$ cat config.mk
export PLATFORM = sky130hd
export DESIGN_NAME = col_scanner
export DESIGN_NICKNAME = d
export VERILOG_FILES = /design/src/rtl/colscan_pkg.sv /design/src/rtl/col_next_pick.sv /design/src/rtl/col_scanner.sv
export SDC_FILE = /design/constraint.sdc
export NUM_CORES = 1
export LEC_CHECK = 0
export BUFFER_PORTS_ARGS = -buffer_cell sky130_fd_sc_hd__buf_2
export CORE_MARGIN = 8
export CORE_UTILIZATION = 41
export CTS_CLUSTER_SIZE = 12
export DETAILED_ROUTE_END_ITERATION = 10
export GPL_TIMING_DRIVEN = 0
export HOLD_SLACK_MARGIN = 0.15
export PLACE_DENSITY = 0.73
export SYNTH_ARGS = -nofsm -noshare
export SYNTH_HDL_FRONTEND = slang
export SYNTH_SLANG_ARGS = --single-unit
$ cat constraint.sdc
create_clock -name multiplexClk -period 2.41 [get_ports multiplexClk]
set_clock_uncertainty 0.1 [all_clocks]
set_input_delay 0.723 -clock multiplexClk [delete_from_list [all_inputs] [get_ports multiplexClk]]
set_output_delay 0.723 -clock multiplexClk [all_outputs]
set_load 0.005 [all_outputs]
$ cat src/rtl/colscan_pkg.sv
// Shared types and sizing helpers for the multiplexed-matrix column scanner.
package colscan_pkg;

  typedef enum logic [1:0] {
    IDLE  = 2'd0,
    DRIVE = 2'd1,
    BLANK = 2'd2
  } state_t;

  localparam int DEF_DWELL_CYCLES = 16;
  localparam int DEF_BLANK_CYCLES = 2;

  // The dwell/blank counter only ever reaches max-1, so clog2(max) bits suffice.
  function automatic int cnt_width(input int dwell, input int blank);
    int m;
    m = (dwell > blank) ? dwell : blank;
    return (m < 2) ? 1 : $clog2(m);
  endfunction

endpackage

$ cat src/rtl/col_next_pick.sv
// Combinational pick of the next enabled column strictly above i_idx, wrapping
// to the lowest enabled column; flags the wrap and an empty mask.
module col_next_pick
  import colscan_pkg::*;
#(
  parameter  int NUM_COLS = 4,
  localparam int IDX_W    = $clog2(NUM_COLS)
) (
  input  logic [NUM_COLS-1:0] i_mask,
  input  logic [IDX_W-1:0]    i_idx,
  output logic [IDX_W-1:0]    o_next,
  output logic                o_wrapped,
  output logic                o_none
);

  logic [IDX_W-1:0] w_above;
  logic [IDX_W-1:0] w_lowest;
  logic             w_found;

  // Descending walk so the last hit is the lowest qualifying column.
  always_comb begin
    w_above  = '0;
    w_lowest = '0;
    w_found  = 1'b0;
    for (int i = NUM_COLS - 1; i >= 0; i--) begin
      if (i_mask[i]) begin
        w_lowest = IDX_W'(i);
        if (IDX_W'(i) > i_idx) begin
          w_above = IDX_W'(i);
          w_found = 1'b1;
        end else begin
          w_found = w_found;
        end
      end else begin
        w_found = w_found;
      end
    end
    o_none    = (i_mask == '0);
    o_wrapped = !w_found;
    o_next    = w_found ? w_above : w_lowest;
  end

endmodule

$ cat src/rtl/col_scanner.sv
// One-hot column scanner with per-column dwell, inter-column blanking, runtime
// column mask and frame-start pulse. Define COLSCAN_PWM_EN for per-dwell brightness.
module col_scanner
  import colscan_pkg::*;
#(
  parameter  int NUM_COLS     = 4,
  parameter  int DWELL_CYCLES = DEF_DWELL_CYCLES,
  parameter  int BLANK_CYCLES = DEF_BLANK_CYCLES,
  localparam int IDX_W        = $clog2(NUM_COLS)
`ifdef COLSCAN_PWM_EN
  , localparam int BRIGHT_W   = $clog2(DWELL_CYCLES + 1)
`endif
) (
  input  logic                multiplexClk,
  input  logic                reset,
  input  logic                enable,
  input  logic [NUM_COLS-1:0] colMask,
`ifdef COLSCAN_PWM_EN
  input  logic [BRIGHT_W-1:0] brightness,
`endif
  output logic [NUM_COLS-1:0] colEn,
  output logic [IDX_W-1:0]    colIdx,
  output logic                blanking,
  output logic                frameStart
);

  localparam int               CNT_W      = cnt_width(DWELL_CYCLES, BLANK_CYCLES);
  localparam logic [CNT_W-1:0] DWELL_LAST = CNT_W'(DWELL_CYCLES - 1);
  localparam logic [CNT_W-1:0] BLANK_LAST = CNT_W'((BLANK_CYCLES > 0) ? BLANK_CYCLES - 1 : 0);
  localparam logic [IDX_W-1:0] IDX_TOP    = IDX_W'(NUM_COLS - 1);

  state_t              r_state;
  state_t              w_state_nx;
  logic [CNT_W-1:0]    r_cnt;
  logic [CNT_W-1:0]    w_cnt_nx;
  logic [IDX_W-1:0]    w_idx_nx;
  logic [IDX_W-1:0]    w_pick_from;
  logic [IDX_W-1:0]    w_pick_idx;
  logic                w_pick_wrapped;
  logic                w_pick_none;
  logic                w_select;
  logic                w_fs_nx;
  logic [NUM_COLS-1:0] w_colEn_nx;
`ifdef COLSCAN_PWM_EN
  logic [BRIGHT_W-1:0] r_bright;
  logic [BRIGHT_W-1:0] w_bright_nx;
`endif

  // From IDLE, searching above the top index always wraps to the lowest set bit.
  assign w_pick_from = (r_state == IDLE) ? IDX_TOP : colIdx;

  col_next_pick #(
    .NUM_COLS(NUM_COLS)
  ) u_next_pick (
    .i_mask   (colMask),
    .i_idx    (w_pick_from),
    .o_next   (w_pick_idx),
    .o_wrapped(w_pick_wrapped),
    .o_none   (w_pick_none)
  );

  // Next-state, counter and column-selection logic.
  always_comb begin
    w_state_nx = r_state;
    w_cnt_nx   = r_cnt;
    w_idx_nx   = colIdx;
    w_fs_nx    = 1'b0;
    w_select   = 1'b0;
`ifdef COLSCAN_PWM_EN
    w_bright_nx = r_bright;
`endif
    if (!enable) begin
      w_state_nx = IDLE;
      w_cnt_nx   = '0;
    end else begin
      case (r_state)
        IDLE: begin
          w_select = 1'b1;
        end
        DRIVE: begin
          if (r_cnt == DWELL_LAST) begin
            if (BLANK_CYCLES > 0) begin
              w_state_nx = BLANK;
              w_cnt_nx   = '0;
            end else begin
              w_select = 1'b1;
            end
          end else begin
            w_cnt_nx = r_cnt + CNT_W'(1);
          end
        end
        BLANK: begin
          if (r_cnt == BLANK_LAST) begin
            w_select = 1'b1;
          end else begin
            w_cnt_nx = r_cnt + CNT_W'(1);
          end
        end
        default: begin
          w_state_nx = IDLE;
          w_cnt_nx   = '0;
        end
      endcase
    end

    // The mask is only consulted here; an empty mask parks the scanner.
    if (w_select) begin
      w_cnt_nx = '0;
      if (w_pick_none) begin
        w_state_nx = IDLE;
      end else begin
        w_state_nx = DRIVE;
        w_idx_nx   = w_pick_idx;
        w_fs_nx    = w_pick_wrapped;
`ifdef COLSCAN_PWM_EN
        w_bright_nx = brightness;
`endif
      end
    end else begin
      w_fs_nx = 1'b0;
    end
  end

  // Column drive for the upcoming cycle, gated by the dwell position under PWM.
  always_comb begin
    w_colEn_nx = '0;
    if (w_state_nx == DRIVE) begin
`ifdef COLSCAN_PWM_EN
      w_colEn_nx = (int'(w_cnt_nx) < int'(w_bright_nx)) ? (NUM_COLS'(1) << w_idx_nx) : '0;
`else
      w_colEn_nx = NUM_COLS'(1) << w_idx_nx;
`endif
    end else begin
      w_colEn_nx = '0;
    end
  end

  // State, counter and registered outputs.
  always_ff @(posedge multiplexClk) begin
    if (reset) begin
      r_state    <= IDLE;
      r_cnt      <= '0;
      colEn      <= '0;
      colIdx     <= '0;
      blanking   <= 1'b0;
      frameStart <= 1'b0;
`ifdef COLSCAN_PWM_EN
      r_bright   <= '0;
`endif
    end else begin
      r_state    <= w_state_nx;
      r_cnt      <= w_cnt_nx;
      colEn      <= w_colEn_nx;
      colIdx     <= w_idx_nx;
      blanking   <= (w_state_nx == BLANK);
      frameStart <= w_fs_nx;
`ifdef COLSCAN_PWM_EN
      r_bright   <= w_bright_nx;
`endif
    end
  end

endmodule
==> results.rst, run 1 <==
.. list-table::
   :header-rows: 1

   * - Metric
     - Value
   * - Num rows
     - 16
   * - Routed vias/inst
     - 5.134
   * - Via total after detailed routing
     - 611
   * - Result of the run
     - completed
   * - Maximum number of pins on one net before global-route repair
     - 10
   * - Setup TNS Final
     - 0 ps
   * - Capturing element type of the critical path
     - flop
   * - Count of final setup violators
     - 0
   * - Count of mapped cells out of synthesis
     - 74
   * - Sequential fraction of the synthesis area
     - 0.3462
   * - Antenna violations before repair
     - 0
   * - Die area
     - 3652 um2
   * - Overflow left after global routing
     - 0
   * - Count of distinct cell types in the synthesized netlist
     - 37
   * - Sequential cell area in the final layout
     - 280.3 um2
   * - Total Routing Usage GR
     - 0.08711
   * - TritonCTS Buffers
     - 3
   * - Pwr/cell area
     - 524.3 nW/um2
   * - Peak supply drop
     - 0.2917 mV
   * - Clock slew at reported path FFs
     - 90 ps
   * - Share of cells above drive strength 1
     - 0.4130
   * - Chip Width
     - 60.44 um
   * - Diodes inserted
     - 0
   * - Cell area after synthesis
     - 809.5 um2
   * - Starting DRC count in detailed routing
     - 14
   * - Unrepaired setup endpoints after global routing
     - no
   * - Minimum period implied by the final worst setup slack
     - 1992 ps
   * - Weighted congestion reported at the end of routability-driven placement
     - 0.7511
   * - Final Core Density
     - 0.4993
   * - Max Fclk
     - 502.1 MHz
   * - Number of nets with antenna violations after detailed routing
     - 0
   * - Area growth from synthesis to layout
     - 17.31%
   * - Multi-input logic area
     - 514.2 um2
   * - Buffer depth of the longest clock path
     - 2
   * - Count of cells resized by post-cts repair
     - 0
   * - Final critical-path share of the clock period
     - 0.8265
   * - Routed length per placed instance
     - 12.64 um
   * - Net count after synthesis
     - 87
   * - Count of input and output buffers
     - 14
   * - Clk Tree Root Cell
     - sky130_fd_sc_hd__clkbuf_4
   * - Remaining DRCs
     - 0
   * - Classification of the worst setup path
     - reg -> reg
   * - Global-route wire length before repair
     - 2.408 mm
   * - Synth warn
     - 0
   * - Pleak
     - 0.4014 nW
   * - Required time at the worst-slack endpoint
     - 2540 ps
   * - Final wirelength
     - 1.504 mm
   * - Post-synthesis average cell area
     - 10.94 um2
   * - Chip height
     - 60.44 um
   * - Top FF cell, synth
     - sky130_fd_sc_hd__dfxtp_1
   * - Top-level port count
     - 15
   * - Count of H-tree levels built during CTS
     - 1
   * - Final Worst Setup Slack
     - 418.2 ps
   * - Worst path arrival time
     - 2120 ps
   * - # nets final
     - 106
   * - Measured slew at the worst slew-check pin
     - 461.7 ps
   * - Placeable Area
     - 1902 um2
   * - Detail Placement HPWL
     - 1.240 mm
   * - Relative slew margins
     - 0.6903
   * - Clock latency on the worst-skew pair
     - 280 ps
   * - FF+latch count, synth
     - 14
   * - Post-CTS Hold Buffers
     - 0
   * - Worst slack at placement
     - 268.1 ps
   * - Pins Over Slew Limit
     - 0
   * - Number of enable-type register cells in the synthesized netlist
     - 0
   * - Class of the most critical hold timing path
     - reg -> reg
   * - First-pass DRT Iterations
     - 4
   * - Sinks on the clock net
     - 14
   * - Async set-or-reset flop fraction in the synthesized netlist
     - 0
   * - CP Max Fanout
     - 6
   * - MaxCap Viol Count
     - 0
   * - CTS tree
     - built
   * - Fillers
     - 171
   * - Number of hold-slack violations in the final timing report
     - 0
   * - Post-CTS Setup Bufs
     - 0
   * - Type of origin of the critical path
     - flop
   * - Initial core utilization
     - 0.4257
   * - Vias in the first global route
     - 542
cells by family after synthesis:
family / synth area share
compound gates: 0.1577
xor+xnor: 0.02164
fa+ha+maj: 0.09273
buf+inv: 0.01854
flops: 0.3462
mux: 0.03091
simple gates: 0.3323
sequential cells by signal, indices dropped and copies added (netlist names):
register	count
frameStart	1
colIdx	2
r_state	2
blanking	1
r_cnt	4
colEn	4
final timing paths:
kind	end	cells after the start	startpoint	slack [ps]
setup / recovery	colEn[0]	7	r_state[0]	420
hold / removal	r_cnt[0]	1	r_cnt[0]	410
setup reg to reg	colEn[0]	7	r_state[0]	420
hold reg to reg	r_cnt[0]	1	r_cnt[0]	410
layer usage:
layer | routed length [um] | GRT usage | up-vias
met1 | 609 | 0.08959 | 283
met3 | 120 | 0.02754 | 4
met4 | 26 | 0.04983 | 0
met2 | 748 | 0.1524 | 16
met5 | 0 | 0 | -
li1 | - | - | 308
critical path: stages, from the launching register on:
cell,delay [ps]
sky130_fd_sc_hd__dfxtp_1,390
sky130_fd_sc_hd__inv_1,100
sky130_fd_sc_hd__ha_1,290
sky130_fd_sc_hd__nor4b_1,420
sky130_fd_sc_hd__a211oi_1,150
sky130_fd_sc_hd__a22oi_4,240
sky130_fd_sc_hd__nand4b_2,140
sky130_fd_sc_hd__nor2_1,110
area by class of cell:
cell class	instances	area share
inverters	4	0.01581
repair buffers	14	0.07378
well taps	27	0.03557
multi-input cells	56	0.5415
flip-flops and latches	14	0.2951
clock buffers	4	0.03821
Yosys cell counts (all sizes together), types with 2 or more instances:
cell type,count,area share
and2b,2,0.022
o22ai,2,0.023
ha,6,0.093
nand3,2,0.012
nor3,8,0.074
a21o,2,0.022
nor2,8,0.037
or2,2,0.015
inv,4,0.019
nand2b,2,0.019
dfxtp,14,0.35
nor4,2,0.023
nand3b,2,0.034
through the flow:
stage	cells	cell area, um2	total power [mW]	hold WS [ps]
final	119	949.7	0.4979	406.0
after global routing	119	949.7	0.5164	443.7
after CTS	119	949.7	0.5019	407.1
after detailed placement	115	913.4	0.3320	394.7
after global placement	115	913.4	0.3297	385.8
after floorplan	74	809.5	0.3071	361.2
report_power, final:
part	total, mW	leakage (nW)	switching [mW]	internal (mW)
clock network	0.172	0.0210	0.0799	0.0920
registers	0.244	0.114	0.00579	0.238
logic	0.0822	0.267	0.0428	0.0394
total	0.498	0.401	0.128	0.369
cells in the final DEF (no fill, tap or decap), types with 2 or more instances in the layout:
master and n:
sky130_fd_sc_hd__nor3_1 4, sky130_fd_sc_hd__inv_1 4, sky130_fd_sc_hd__and2b_2 2, sky130_fd_sc_hd__nor3_2 4, sky130_fd_sc_hd__buf_2 14, sky130_fd_sc_hd__nor2_1 8
sky130_fd_sc_hd__a21o_2 2, sky130_fd_sc_hd__ha_1 6, sky130_fd_sc_hd__dfxtp_1 14, sky130_fd_sc_hd__nand3_1 2, sky130_fd_sc_hd__clkbuf_4 3
Power figures use the tool's default switching activity.
==> run 2, diff against run 1 <==
--- a/config.mk
+++ b/config.mk
@@ -12,7 +12,7 @@
 export DETAILED_ROUTE_END_ITERATION = 10
 export GPL_TIMING_DRIVEN = 0
 export HOLD_SLACK_MARGIN = 0.15
-export PLACE_DENSITY = 0.73
+export PLACE_DENSITY = 0.75
 export SYNTH_ARGS = -nofsm -noshare
 export SYNTH_HDL_FRONTEND = slang
 export SYNTH_SLANG_ARGS = --single-unit
==> constraint.sdc (replaced) <==
create_clock -name multiplexClk -period 1.71 [get_ports multiplexClk]
set_clock_uncertainty 0.1 [all_clocks]
set_input_delay 0.513 -clock multiplexClk [delete_from_list [all_inputs] [get_ports multiplexClk]]
set_output_delay 0.513 -clock multiplexClk [all_outputs]
set_load 0.005 [all_outputs]
==> results.rst, run 2 (synthesis gave the netlist of run 1 again) <==
.. list-table::
   :header-rows: 1

   * - Metric
     - Value
   * - Worst path arrival time
     - 1800 ps (-320 ps)
   * - Global-route wire length before repair
     - 2.573 mm (+6.9%)
   * - Relative slew margins
     - 0.7312 (+0.04093)
   * - Maximum number of pins on one net before global-route repair
     - 10 (unchanged)
   * - Max Fclk
     - 595.6 MHz (+19%)
   * - Post-route design area
     - 1060 um2 (+12%)
   * - Top-level port count
     - 15 (unchanged)
   * - Launching element of the worst setup path
     - r_state[1]
   * - Final critical-path share of the clock period
     - 0.9819 (+0.1554)
   * - Commonest non-fill, non-tap cell in the layout
     - sky130_fd_sc_hd__buf_2
   * - MaxCap Viol Count
     - 0 (unchanged)
   * - Die area
     - 3652 um2 (unchanged)
   * - Final wirelength
     - 1.759 mm (+17%)
   * - Placed cell count
     - 115 (unchanged)
   * - Weighted congestion reported at the end of routability-driven placement
     - 0.7535 (+0.32%)
   * - Via total after detailed routing
     - 635 (+3.9%)
   * - Initial core utilization
     - 0.4257 (unchanged)
   * - Total Routing Usage GR
     - 0.09401 (+0.006900)
   * - Type of origin of the critical path
     - flop
   * - Measured slew at the worst slew-check pin
     - 400.7 ps (-61.02 ps)
   * - Result of the run
     - completed
   * - Routed vias/inst
     - 5.080 (-1.1%)
   * - CP Max Fanout
     - 5 (-1)
   * - Remaining DRCs
     - 0 (unchanged)
   * - Clock slew at reported path FFs
     - 90 ps (about the same)
   * - Unrepaired setup endpoints after global routing
     - yes
   * - Area growth from synthesis to layout
     - 30.91%
   * - Capturing element type of the critical path
     - flop
   * - Number of hold-slack violations in the final timing report
     - 0 (unchanged)
   * - Count of input and output buffers
     - 14 (unchanged)
   * - Number of nets with antenna violations after detailed routing
     - 0 (unchanged)
   * - RR Endpoint
     - colEn[2]
   * - Diodes inserted
     - 0 (unchanged)
   * - Peak supply drop
     - 0.3816 mV (+31%)
   * - Minimum period implied by the final worst setup slack
     - 1679 ps (-312.8 ps)
   * - Class of the most critical hold timing path
     - reg -> reg
   * - Required time at the worst-slack endpoint
     - 1830 ps (-710 ps)
   * - Placeable Area
     - 1902 um2 (unchanged)
   * - Clk Tree Root Cell
     - sky130_fd_sc_hd__clkbuf_4
   * - Count of H-tree levels built during CTS
     - 1 (unchanged)
   * - Pwr/cell area
     - 688.7 nW/um2 (+31%)
   * - TritonCTS Buffers
     - 3 (unchanged)
   * - Detail Placement HPWL
     - 1.212 mm (-2.2%)
   * - Clock latency on the worst-skew pair
     - 280 ps (about the same)
   * - First-pass DRT Iterations
     - 4 (unchanged)
   * - Starting DRC count in detailed routing
     - 20 (+6)
   * - Worst setup endpoint
     - colEn[2]
   * - Routed length per placed instance
     - 14.07 um (+11%)
   * - Chip height
     - 60.44 um (unchanged)
   * - Num rows
     - 16 (unchanged)
   * - # nets final
     - 112 (+5.7%)
   * - Count of final setup violators
     - 0 (unchanged)
   * - Logic depth of the worst register-to-register path
     - 7 (unchanged)
   * - Chip Width
     - 60.44 um (unchanged)
   * - Most frequent cells in the layout
     - sky130_fd_sc_hd__buf_2 (14), sky130_fd_sc_hd__dfxtp_1 (11), sky130_fd_sc_hd__nor2_1 (8)
   * - Pins Over Slew Limit
     - 0 (unchanged)
   * - Antenna violations before repair
     - 0 (unchanged)
   * - Share of cells above drive strength 1
     - 0.5306 (+0.1176)
   * - Placed Area
     - 915.9 um2 (+0.27%)
   * - Buffer depth of the longest clock path
     - 2 (unchanged)
   * - Vias in the first global route
     - 586 (+8.1%)
   * - Sinks on the clock net
     - 14 (unchanged)
   * - Number of cells in the finished layout apart from fillers
     - 125 (+5.0%)
   * - Registers with the most flip-flops
     - colEn (4), r_cnt (4)
   * - Reg-to-Reg Start
     - r_state[1]
   * - Classification of the worst setup path
     - reg -> reg
   * - Pleak
     - 0.4468 nW (+11%)
   * - Register-to-Register Setup Slack
     - 30 ps (-390 ps)
   * - CTS tree
     - built
   * - Overflow left after global routing
     - 0 (unchanged)
run 2: changes by cell type in the layout (fill, tap and decap cells not counted), moves of 2 or more:
cell | before | now
sky130_fd_sc_hd__ha_1 | 6 | 4
sky130_fd_sc_hd__dfxtp_2 | 0 | 3
sky130_fd_sc_hd__ha_4 | 0 | 2
sky130_fd_sc_hd__buf_4 | 0 | 6
sky130_fd_sc_hd__dfxtp_1 | 14 | 11
run 2: where the power goes:
group,switching [mW],internal [mW],total [mW]
Sequential,0.00950,0.336,0.345
Clock,0.112,0.130,0.241
Combinational,0.0707,0.0725,0.143
run 2: how the worst min path moves through the flow:
stage	start	to	slack (ps)	depth (start not counted)
global route	r_cnt[0]	r_cnt[0]	390	1
finish	r_cnt[0]	r_cnt[0]	360	1
global placement	r_cnt[0]	r_cnt[0]	380	1
detailed placement	r_cnt[0]	r_cnt[0]	400	1
floorplan	r_cnt[0]	r_cnt[0]	360	1
CTS	reset	r_state[0]	400	2
run 2: routing by layer:
metal,track usage,vias up,share of wire
li1,-,321,-
met1,0.1053,294,0.42
met2,0.1601,16,0.52
met3,0.01695,4,0.047
met4,0.05980,0,0.021
met5,0,-,0
run 2: through the flow:
stage / hold WS [ps] / setup TNS (ps) / setup WS, ps / power [mW] / util
floorplan: 361.2 / 0 / 3.326 / 0.4330 / -
global placement: 382.1 / -1229 / -209.5 / 0.4643 / 0.4816
detailed placement: 402.5 / -1588 / -262.1 / 0.4669 / 0.4816
CTS: 400.4 / 0 / 3.941 / 0.7174 / 0.5329
global route: 393.0 / -121.7 / -37.63 / 0.7671 / 0.5572
finish: 359.6 / 0 / 31.02 / 0.7299 / 0.5572
run 2: cell type report:
| type | instances | area [um2] |
|---|---|---|
| Clock buffer | 4 | 36.28 |
| Fill cell | 172 | 842.1 |
| Inverter | 4 | 17.52 |
| Multi-Input combinational cell | 56 | 573.1 |
| Sequential cell | 14 | 284.0 |
| Tap cell | 27 | 33.78 |
| Timing Repair Buffer | 20 | 115.1 |
run 2: worst max-delay path, cell delays in order, from the launching register on:
cell	delay, ps
sky130_fd_sc_hd__dfxtp_2	330
sky130_fd_sc_hd__inv_1	80
sky130_fd_sc_hd__ha_4	190
sky130_fd_sc_hd__or2_4	240
sky130_fd_sc_hd__o22ai_4	120
sky130_fd_sc_hd__o32ai_2	100
sky130_fd_sc_hd__mux2_4	290
sky130_fd_sc_hd__nor3_2	160
run 2: timing repair:
| action | 4_1_cts | 5_1_grt |
|---|---|---|
| hold buffers | 0 | 0 |
| pin swaps | 4 | 3 |
| endpoints found under the setup margin | 7 | 6 |
| gates resized for setup | 7 | 6 |
| setup buffers | 4 | 2 |
==> run 3, diff against run 2 <==
--- a/config.mk
+++ b/config.mk
@@ -10,7 +10,7 @@
 export CORE_UTILIZATION = 41
 export CTS_CLUSTER_SIZE = 12
 export DETAILED_ROUTE_END_ITERATION = 10
-export GPL_TIMING_DRIVEN = 0
+export GPL_TIMING_DRIVEN = 1
 export HOLD_SLACK_MARGIN = 0.15
 export PLACE_DENSITY = 0.75
 export SYNTH_ARGS = -nofsm -noshare
==> results.rst, run 3 (synthesis gave the netlist of run 1 again) <==
.. list-table::
   :header-rows: 1

   * - Metric
     - Value
   * - Vias in the first global route
     - 732 (+25%)
   * - Required time at the worst-slack endpoint
     - 1830 ps (about the same)
   * - Num rows
     - 16 (unchanged)
   * - Detail Placement HPWL
     - 1.397 mm (+15%)
   * - Count of H-tree levels built during CTS
     - 1 (unchanged)
   * - Maximum number of pins on one net before global-route repair
     - 10 (unchanged)
   * - Count of final setup violators
     - 3 (+3)
   * - Sinks on the clock net
     - 14 (unchanged)
   * - Class of the most critical hold timing path
     - in -> reg
   * - Final critical-path share of the clock period
     - 1.013 (+0.03157)
   * - Number of cells in the finished layout apart from fillers
     - 143 (+14%)
   * - Post-CTS Hold Buffers
     - 0 (unchanged)
   * - Peak supply drop
     - 0.4086 mV (+7.1%)
   * - Max stage delay on crit path
     - 340 ps (about the same)
   * - Routed length per placed instance
     - 15.31 um (+8.8%)
   * - Minimum period implied by the final worst setup slack
     - 1733 ps (+53.98 ps)
   * - Top-level port count
     - 15 (unchanged)
   * - Registers with the most flip-flops
     - colEn (4), r_cnt (4)
   * - Pins Over Slew Limit
     - 0 (unchanged)
   * - Remaining DRCs
     - 0 (unchanged)
   * - Area growth from synthesis to layout
     - 60.12%
   * - Relative slew margins
     - 0.7437 (+0.01240)
   * - Die area
     - 3652 um2 (unchanged)
   * - Final Core Density
     - 0.6816 (+0.1243)
   * - Clk Tree Root Cell
     - sky130_fd_sc_hd__clkbuf_4
   * - Result of the run
     - finished, violations left
   * - Pleak
     - 0.5441 nW (+22%)
   * - Final Worst Setup Slack
     - -22.96 ps (-53.98 ps)
   * - Measured slew at the worst slew-check pin
     - 383.2 ps (-17.50 ps)
   * - Most frequent cells in the layout
     - sky130_fd_sc_hd__buf_4 (18), sky130_fd_sc_hd__buf_2 (14), sky130_fd_sc_hd__dfxtp_1 (9)
   * - MaxCap Viol Count
     - 0 (unchanged)
   * - Worst path arrival time
     - 1850 ps (+50 ps)
   * - CP Max Fanout
     - 4 (-1)
   * - Sequential cell area in the final layout
     - 289.0 um2 (+1.8%)
   * - Via total after detailed routing
     - 728 (+15%)
   * - Chip Width
     - 60.44 um (unchanged)
   * - Multi-input logic area
     - 646.9 um2 (+13%)
   * - Diodes inserted
     - 0 (unchanged)
   * - Placed cell count
     - 131 (+14%)
   * - Final wirelength
     - 2.189 mm (+24%)
   * - Type of origin of the critical path
     - flop
   * - Number of hold-slack violations in the final timing report
     - 0 (unchanged)
   * - Worst slack at placement
     - -162.0 ps (+100.1 ps)
   * - Clock latency on the worst-skew pair
     - 280 ps (about the same)
   * - Placeable Area
     - 1902 um2 (unchanged)
   * - Sequence of cells on the critical path
     - inv_4, ha_4, and4b_1, nor4_2, a21bo_4, nand3b_4, nor3_2
   * - Antenna violations before repair
     - 0 (unchanged)
   * - Starting DRC count in detailed routing
     - 19 (-5.0%)
   * - Max Fclk
     - 577.0 MHz (-3.1%)
   * - Violations in the final reports
     - setup timing
   * - Crit-path slowest cell
     - sky130_fd_sc_hd__dfxtp_2
   * - Classification of the worst setup path
     - reg -> reg
   * - Routed vias/inst
     - 5.091 (+0.21%)
   * - Global-route wire length before repair
     - 3.077 mm (+20%)
   * - Power Total
     - 801.6 uW (+9.8%)
   * - Commonest non-fill, non-tap cell in the layout
     - sky130_fd_sc_hd__buf_4
   * - Capturing element type of the critical path
     - flop
   * - Share of cells above drive strength 1
     - 0.6983 (+0.1677)
   * - TritonCTS Buffers
     - 3 (unchanged)
   * - Count of input and output buffers
     - 14 (unchanged)
   * - Unrepaired setup endpoints after global routing
     - yes
   * - # nets final
     - 130 (+16%)
   * - Chip height
     - 60.44 um (unchanged)
   * - CTS tree
     - built
   * - Weighted congestion reported at the end of routability-driven placement
     - 0.7899 (+4.8%)
   * - Buffer depth of the longest clock path
     - 2 (unchanged)
   * - Pwr/cell area
     - 618.4 nW/um2 (-10%)
   * - Initial core utilization
     - 0.4257 (unchanged)
   * - First-pass DRT Iterations
     - 3 (-1)
   * - Clock slew at reported path FFs
     - 100 ps (about the same)
   * - Fillers
     - 128 (-26%)
   * - Overflow left after global routing
     - 0 (unchanged)
   * - Number of nets with antenna violations after detailed routing
     - 0 (unchanged)
   * - Total Routing Usage GR
     - 0.1109 (+0.01687)
## run 3: cell types whose count changed in the layout (fill, tap and decap cells not counted), moves of 2 or more
cell,delta
sky130_fd_sc_hd__dfxtp_1,-2
sky130_fd_sc_hd__inv_1,-2
sky130_fd_sc_hd__buf_4,+12
sky130_fd_sc_hd__inv_2,+2
sky130_fd_sc_hd__buf_6,+6
## run 3: critical path: cells and delay by family, from the launching register on
kind            cells  cell delay (ps)
flops               1              340
simple gates        4              750
compound gates      1              230
buf+inv             1               80
fa+ha+maj           1              160
## run 3: power by group
part           switching (mW)  internal (mW)  total [mW]
logic                  0.0937          0.112       0.206
registers              0.0105          0.335       0.345
clock network           0.121          0.130       0.251
## run 3: final cells by class
class,count,area share
Clock buffer,4,0.02799
Timing Repair Buffer,38,0.2104
Tap cell,27,0.02606
Inverter,4,0.01351
Multi-Input combinational cell,56,0.4990
Sequential cell,14,0.2230
## run 3: repair_timing
item,CTS,global route
pin swaps,8,10
setup buffers,3,5
gates resized for setup,20,16
setup endpoints to repair,8,7
## run 3: metrics by stage
step / TNS [ps] / hold WS, ps / instance area (um2)
after floorplan: 0 / 361.2 / 812.0
after global placement: -677.3 / 420.1 / 1036
after detailed placement: -952.6 / 451.3 / 1036
after CTS: -9.348 / 412.2 / 1176
after global routing: -397.2 / 410.5 / 1296
final: -41.92 / 408.6 / 1296
## run 3: worst paths after layout
kind | from | end | slack (ps) | depth (start not counted)
max | r_state[0] | colEn[2] | -20 | 7
max reg2reg | r_state[0] | colEn[2] | -20 | 7
min | reset | blanking | 410 | 2
min reg2reg | r_cnt[0] | r_cnt[1] | 450 | 2
## run 3: per-layer routing
layer	GRT usage	up-vias	wire length, um
met5	0	-	0
met4	0.05316	0	25
met3	0.02966	2	70
met2	0.1997	13	1159
met1	0.1164	360	934
li1	-	353	-
